==> config.mk <==
export PLATFORM = sky130hd
export DESIGN_NAME = unidade_controle
export DESIGN_NICKNAME = d
export VERILOG_FILES = /design/src/rtl/unidade_controle_pkg.sv /design/src/rtl/unidade_controle_decodificador.sv /design/src/rtl/unidade_controle.sv
export SDC_FILE = /design/constraint.sdc
export NUM_CORES = 1
export LEC_CHECK = 0
export BUFFER_PORTS_ARGS = -buffer_cell sky130_fd_sc_hd__buf_2
export CAP_MARGIN = 40
export CORE_MARGIN = 10
export CORE_UTILIZATION = 48
export DETAILED_ROUTE_END_ITERATION = 16
export MAX_ROUTING_LAYER = met4
export PLACE_DENSITY_LB_ADDON = 0.08
export SLEW_MARGIN = 20
export SYNTH_ARGS = -nofsm -noshare
export SYNTH_HDL_FRONTEND = slang
export SYNTH_SLANG_ARGS = --single-unit
==> constraint.sdc <==
create_clock -name clk -period 2.3 [get_ports clk]
set_clock_uncertainty 0.2 [all_clocks]
set_input_delay 0.115 -clock clk [delete_from_list [all_inputs] [get_ports clk]]
set_output_delay 0.115 -clock clk [all_outputs]
set_load 0.05 [all_outputs]
==> src/rtl/unidade_controle_pkg.sv <==
// Shared definitions for the multi-cycle control unit: opcodes, ALU codes,
// state encoding and instruction field positions.
package pacote_controle;

    localparam int unsigned LARGURA_PADRAO  = 16;
    localparam int unsigned BITS_REG_PADRAO = 4;
    localparam int unsigned BITS_OP         = 4;
    localparam int unsigned BITS_ESTADO     = 3;

    localparam int unsigned CAMPO_OPC_MSB = 15;
    localparam int unsigned CAMPO_OPC_LSB = 12;
    localparam int unsigned CAMPO_RC_MSB  = 11;
    localparam int unsigned CAMPO_RC_LSB  = 8;
    localparam int unsigned CAMPO_RA_MSB  = 7;
    localparam int unsigned CAMPO_RA_LSB  = 4;
    localparam int unsigned CAMPO_RB_MSB  = 3;
    localparam int unsigned CAMPO_RB_LSB  = 0;

    localparam logic [BITS_OP-1:0] OPC_ADD  = 4'h0;
    localparam logic [BITS_OP-1:0] OPC_SUB  = 4'h1;
    localparam logic [BITS_OP-1:0] OPC_AND  = 4'h2;
    localparam logic [BITS_OP-1:0] OPC_OR   = 4'h3;
    localparam logic [BITS_OP-1:0] OPC_ADDI = 4'h4;
    localparam logic [BITS_OP-1:0] OPC_SUBI = 4'h5;
    localparam logic [BITS_OP-1:0] OPC_NOP  = 4'hE;
    localparam logic [BITS_OP-1:0] OPC_HALT = 4'hF;

    localparam logic [BITS_OP-1:0] ULA_SOMA = 4'd0;
    localparam logic [BITS_OP-1:0] ULA_SUB  = 4'd1;
    localparam logic [BITS_OP-1:0] ULA_AND  = 4'd2;
    localparam logic [BITS_OP-1:0] ULA_OR   = 4'd3;

    localparam logic [BITS_ESTADO-1:0] OCIOSO  = 3'd0;
    localparam logic [BITS_ESTADO-1:0] LEITURA = 3'd1;
    localparam logic [BITS_ESTADO-1:0] EXECUTA = 3'd2;
    localparam logic [BITS_ESTADO-1:0] ESCRITA = 3'd3;
    localparam logic [BITS_ESTADO-1:0] PARADO  = 3'd4;

    typedef struct packed {
        logic [BITS_OP-1:0] op_ula;
        logic               usa_imediato;
        logic               escreve;
        logic               eh_halt;
        logic               invalido;
    } decod_t;

endpackage

==> src/rtl/unidade_controle_decodificador.sv <==
// Combinational opcode decoder: ALU code, immediate select, write-back,
// halt and undefined-opcode flags.
module decodificador_opcode
    import pacote_controle::*;
(
    input  logic [BITS_OP-1:0] opcode,
    output decod_t             decod_c
);

    always_comb begin
        decod_c = '0;
        case (opcode)
            OPC_ADD:  begin decod_c.op_ula = ULA_SOMA; decod_c.escreve = 1'b1; end
            OPC_SUB:  begin decod_c.op_ula = ULA_SUB;  decod_c.escreve = 1'b1; end
            OPC_AND:  begin decod_c.op_ula = ULA_AND;  decod_c.escreve = 1'b1; end
            OPC_OR:   begin decod_c.op_ula = ULA_OR;   decod_c.escreve = 1'b1; end
            OPC_ADDI: begin
                decod_c.op_ula       = ULA_SOMA;
                decod_c.escreve      = 1'b1;
                decod_c.usa_imediato = 1'b1;
            end
            OPC_SUBI: begin
                decod_c.op_ula       = ULA_SUB;
                decod_c.escreve      = 1'b1;
                decod_c.usa_imediato = 1'b1;
            end
            OPC_NOP:  decod_c.op_ula = ULA_SOMA;
            OPC_HALT: decod_c.eh_halt = 1'b1;
            default:  decod_c.invalido = 1'b1;
        endcase
    end

endmodule

==> src/rtl/unidade_controle.sv <==
// Multi-cycle control unit: OCIOSO -> LEITURA -> EXECUTA -> ESCRITA, driving
// register-bank controls one instruction at a time.
module unidade_controle
    import pacote_controle::*;
#(
    parameter int unsigned LARGURA  = LARGURA_PADRAO,
    parameter int unsigned BITS_REG = BITS_REG_PADRAO
) (
    input  logic                clk,
    input  logic                rst,
    input  logic [LARGURA-1:0]  instrucao,
    input  logic                instr_valido,
    output logic                instr_pronto,
    output logic [BITS_REG-1:0] regA,
    output logic [BITS_REG-1:0] regB,
    output logic [BITS_REG-1:0] regC,
    output logic                RW,
    output logic                flagImediato,
    output logic [LARGURA-1:0]  imediato,
    output logic [BITS_OP-1:0]  op_ula,
    output logic                ula_habilita,
    input  logic [LARGURA-1:0]  resultado,
    output logic [LARGURA-1:0]  dado,
    output logic                erro_opcode,
    output logic                parado,
    output logic [LARGURA-1:0]  contador_instr
);

    logic [BITS_ESTADO-1:0] estado_q, estado_d;
    logic [BITS_OP-1:0]     ir_opc_q, ir_opc_d;
    logic [BITS_REG-1:0]    ir_rc_q, ir_rc_d;
    logic [BITS_REG-1:0]    reg_a_q, reg_a_d, reg_b_q, reg_b_d, reg_c_q, reg_c_d;
    logic                   rw_q, rw_d, flag_imm_q, flag_imm_d;
    logic [LARGURA-1:0]     imediato_q, imediato_d, dado_q, dado_d;
    logic [BITS_OP-1:0]     op_ula_q, op_ula_d;
    logic                   ula_hab_q, ula_hab_d, erro_q, erro_d, parado_q, parado_d;
    logic [LARGURA-1:0]     contador_q, contador_d;
    logic [BITS_OP-1:0]     opcode_sel_c;
    decod_t                 decod_c;

    // In OCIOSO decode the incoming word so LEITURA outputs are ready on entry
    assign opcode_sel_c = (estado_q == OCIOSO) ? instrucao[CAMPO_OPC_MSB:CAMPO_OPC_LSB]
                                               : ir_opc_q;

    decodificador_opcode u_decod (
        .opcode  (opcode_sel_c),
        .decod_c (decod_c)
    );

    always_comb begin
        estado_d   = estado_q;
        ir_opc_d   = ir_opc_q;
        ir_rc_d    = ir_rc_q;
        reg_a_d    = reg_a_q;
        reg_b_d    = reg_b_q;
        reg_c_d    = reg_c_q;
        rw_d       = 1'b0;
        flag_imm_d = 1'b0;
        imediato_d = imediato_q;
        op_ula_d   = op_ula_q;
        ula_hab_d  = 1'b0;
        dado_d     = dado_q;
        erro_d     = 1'b0;
        parado_d   = parado_q;
        contador_d = contador_q;
        case (estado_q)
            OCIOSO: begin
                if (instr_valido) begin
                    estado_d   = LEITURA;
                    ir_opc_d   = instrucao[CAMPO_OPC_MSB:CAMPO_OPC_LSB];
                    ir_rc_d    = BITS_REG'(instrucao[CAMPO_RC_MSB:CAMPO_RC_LSB]);
                    reg_a_d    = BITS_REG'(instrucao[CAMPO_RA_MSB:CAMPO_RA_LSB]);
                    reg_b_d    = BITS_REG'(instrucao[CAMPO_RB_MSB:CAMPO_RB_LSB]);
                    flag_imm_d = decod_c.usa_imediato;
                    imediato_d = LARGURA'(instrucao[CAMPO_RA_MSB:CAMPO_RA_LSB]);
                end
            end
            LEITURA: begin
                estado_d  = EXECUTA;
                ula_hab_d = 1'b1;
                op_ula_d  = decod_c.op_ula;
                erro_d    = decod_c.invalido;
            end
            EXECUTA: begin
                if (decod_c.invalido) begin
                    estado_d = OCIOSO;
                end else if (decod_c.eh_halt) begin
                    estado_d   = PARADO;
                    parado_d   = 1'b1;
                    contador_d = contador_q + LARGURA'(1);
                end else if (decod_c.escreve) begin
                    estado_d = ESCRITA;
                    rw_d     = 1'b1;
                    reg_c_d  = ir_rc_q;
                    dado_d   = resultado;
                end else begin
                    estado_d   = OCIOSO;
                    contador_d = contador_q + LARGURA'(1);
                end
            end
            ESCRITA: begin
                estado_d   = OCIOSO;
                contador_d = contador_q + LARGURA'(1);
            end
            PARADO:  estado_d = PARADO;
            default: estado_d = OCIOSO;
        endcase
    end

    always_ff @(posedge clk) begin
        if (rst) begin
            estado_q   <= OCIOSO;
            ir_opc_q   <= '0;
            ir_rc_q    <= '0;
            reg_a_q    <= '0;
            reg_b_q    <= '0;
            reg_c_q    <= '0;
            rw_q       <= 1'b0;
            flag_imm_q <= 1'b0;
            imediato_q <= '0;
            op_ula_q   <= '0;
            ula_hab_q  <= 1'b0;
            dado_q     <= '0;
            erro_q     <= 1'b0;
            parado_q   <= 1'b0;
            contador_q <= '0;
        end else begin
            estado_q   <= estado_d;
            ir_opc_q   <= ir_opc_d;
            ir_rc_q    <= ir_rc_d;
            reg_a_q    <= reg_a_d;
            reg_b_q    <= reg_b_d;
            reg_c_q    <= reg_c_d;
            rw_q       <= rw_d;
            flag_imm_q <= flag_imm_d;
            imediato_q <= imediato_d;
            op_ula_q   <= op_ula_d;
            ula_hab_q  <= ula_hab_d;
            dado_q     <= dado_d;
            erro_q     <= erro_d;
            parado_q   <= parado_d;
            contador_q <= contador_d;
        end
    end

    assign instr_pronto   = (estado_q == OCIOSO);
    assign regA           = reg_a_q;
    assign regB           = reg_b_q;
    assign regC           = reg_c_q;
    assign RW             = rw_q;
    assign flagImediato   = flag_imm_q;
    assign imediato       = imediato_q;
    assign op_ula         = op_ula_q;
    assign ula_habilita   = ula_hab_q;
    assign dado           = dado_q;
    assign erro_opcode    = erro_q;
    assign parado         = parado_q;
    assign contador_instr = contador_q;

endmodule

==> results.md <==
* Status: finished, final reports clean
* Hold crit path type: in2reg
* Total die area at approximately 9000 um^2
* XOR/XNOR share of the synthesized area at 2.59%
* Largest net degree at the start of global routing at 30
* Clk Latency, worst-skew pair at between 0.3 and 0.4 ns
* Setup WS pre-CTS at 0.267 ns
* CTS tree: built
* Headroom to the max-slew limit at a little over half
* Initial core utilization at between 40% and 50%
* Final setup viols at 0
* Diodes inserted at 0
* CP cell instances: nor3_4, mux2i_4, a2111oi_4, mux2_1
* Global route overflow at 0
* Most common cell after layout, fill and taps aside: buf_2
* Combinational share of power at roughly 18%
* Post-route non-filler standard cell count at 515
* Final ANT Viol Nets at 0
* Hold Crit Depth at 2
* Pwr dens at 671 nW/um^2
* Synth Area in Adders at 0.462%
* CP required at 2.33 ns
* Worst r2r path cells at 4
* Placer Congestion at around 0.86
* Clk buf depth at 2
* FF-to-FF setup slack at between 0.2 and 0.25 ns
* I/O Pins at ~110
* YS warnings at 0
* Async SR Flop Fraction at 0%
* Clock power frac at 35.7%
* CTS Root Cell: clkbuf_8
* Post-cts gate resize count at 0
* Leakage power at around 0.0016 uW
* Power share of the sequential group at 46.7%
* Hold Path Sink: contador_instr[2]
* Initial detailed-routing violation count at around 130
* Core footprint at 5510 um^2
* Buffers & Inverters on Critical Path at 0
* Num CTS Buffers at 9
* Crit path DAT at between 2 and 2.5 ns
* DR WL/cell at between 10 and 15 um
* Filler Cell Count at roughly 490
* WS Path Type: reg2reg
* Max Transition Viols Final at 0
* Total negative slack at 0 ns
* Max Fclk at a little under 500 MHz
* Synth Register Bits at 62
* Clock Sink Count at just over 60
* Internal Power at around 1700 uW
* Crit-path slowest cell: mux2i_4
* Power Total at ~2400 uW
* DIE WIDTH at roughly 95 um
* First-pass GRT wire length at 11800 um
* Sw Ratio at between 30% and 40%
* Top FF cell, synth: dfxtp_1
* Hold Vio Cnt, Final at 0
* RSZ-0062 raised after global routing: no
* Distinct cells, synth at just over 40
* # DRC at 0
* Nets at ~470
* GRT Overall Usage at between 15 and 20%
* CP max stage delay at 0.45 ns
* Post-Synth Simple-Gate Area at 25.0%
* Clk slew on worst S/H paths at 0.07 ns
* Reg2reg end: contador_instr[14]
* Total iterations of the first detailed-routing run at 4
* Number of global-route vias before repair at about 2500
* Minimum clock period at roughly 2.1 ns
* Max_cap viols at 0
* Chip Height at 95.1 um
* Worst-Margin Slew at ~0.7 ns
* Critical Path Source Type: register
* # H-tree levels at 3
* Initial antenna violation count at 0
* Post-synthesis sequential area ratio at 45.8%
* Setup ws final at between 0.2 and 0.25 ns
* Via-to-Cell Ratio at 4.92
* Cells after Synth at 324
* Syn Area/Cell at around 8.4 um^2
* Largest family of logic cells by synthesized area: simple AND/OR/NAND/NOR gates
* Most frequent cells in the layout: buf_2 (90), nand2_1 (81), dfxtp_1 (62)
* I/O Buffers at 90
* CP Max Fanout at 10
* Detail Placement HPWL at between 4000 and 5000 um
* Synth-to-layout area growth at 34.7%
* Synth Area in Compound Gates at roughly 14%
* Crit-path leading delay family: multiplexers
* Footprint of the multi-input gates at 1310 um^2
* Total Wirelength at around 7300 um
* Post-synth EDFFs at 0
* Worst R2R Start: estado_q[0]
* Setup bufs post-CTS at 0
* Peak supply drop at about 550 uV
* Via count at 2532
* Std cell rows at 27
* Layout cells sized above 1 at between 20 and 30%
* Multiplexer share of the synthesized area at 3.79%
* HP Start: rst
* Crit end category: register
* Reg area at around 1200 um^2
* P_sw at approximately 760 uW
* Crit share post-route at around 90%
* Post-synthesis cell area at roughly 2700 um^2
* Cells after DPL at 467
## cells by family after synthesis
family	Yosys count
other cells	1
mux	9
xor+xnor	8
simple gates	145
compound gates	58
buf+inv	40
fa+ha+maj	1
flops	62
## cell type report
cell class,instances,area share (%)
multi-input combinational,235,35.8
sequential,62,34.0
timing repair buffer,128,22.4
clock buffer,11,4.15
tap,72,2.47
clock inverter,5,0.926
inverter,2,0.206
## how the worst max path moves through the flow
stage	slack, ns	cells past startpoint	endpoint	from
after global placement	0.30	4	contador_instr[14]	estado_q[0]
final	0.24	4	contador_instr[14]	estado_q[0]
after global routing	0.11	4	estado_q[1]	estado_q[0]
after floorplan	0.006	5	contador_instr[14]	estado_q[0]
after detailed placement	0.27	4	contador_instr[14]	estado_q[0]
after CTS	0.25	4	contador_instr[14]	estado_q[0]
## power by group through the flow
stage          Combinational [uW]  Clock (uW)  Sequential (uW)
6_report                      432         873             1140
5_1_grt                       464         944             1150
4_1_cts                       430         902             1140
3_5_place_dp                  388           0             1170
3_3_place_gp                  386           0             1160
2_1_floorplan                 235           0             1240
## worst register-to-register path, stage by stage, from the launching register on
cell and delay [ns]:
dfxtp_1 0.42, nor3_4 0.42, mux2i_4 0.45, a2111oi_4 0.13, mux2_1 0.32
## synthesized netlist by cell type (all sizes together), types with 4 or more instances
cell / instances / area share, %
nand4: 7 / 1.6
a211oi: 5 / 1.4
buf: 22 / 5.7
nor2: 20 / 2.8
nor4: 4 / 0.92
mux2: 7 / 2.9
xnor2: 8 / 2.6
clkbuf: 16 / 2.2
and3: 4 / 0.92
dfxtp: 62 / 46
a21oi: 41 / 7.6
nor2b: 7 / 1.6
nand2: 81 / 11
## routing by layer
metal,wire [um],track usage (%),vias up
met1,2980,17.7,1168
met3,589,7.46,8
li1,-,-,1289
met5,0,-,-
met4,78,4.49,0
met2,3650,27.6,67
## state kept, by name, indices dropped and copies added (netlist names), 2 cells and up
signal          cells
contador_instr     16
dado               16
estado_q            3
imediato            4
ir_opc_q            4
ir_rc_q             4
op_ula              2
regB                4
regC                4
## repair_timing
item / in CTS / in global routing
hold buffers: 32 / 0
endpoints found under the hold margin: 33 / 0
endpoints found under the setup margin: 0 / 0
## per-stage QoR
| step | util (%) | hold slack (ns) | cell area [um^2] |
|---|---|---|---|
| 5_1_grt | 66.2 | 0.0605 | 3650 |
| 2_1_floorplan | - | 0.0510 | 2770 |
| 3_3_place_gp | 57.1 | 0.155 | 3140 |
| 3_5_place_dp | 57.1 | 0.160 | 3140 |
| 4_1_cts | 66.2 | 0.0140 | 3650 |
| 6_report | 66.2 | 0.0241 | 3650 |
Note: power is estimated with default switching activity, not from simulation.
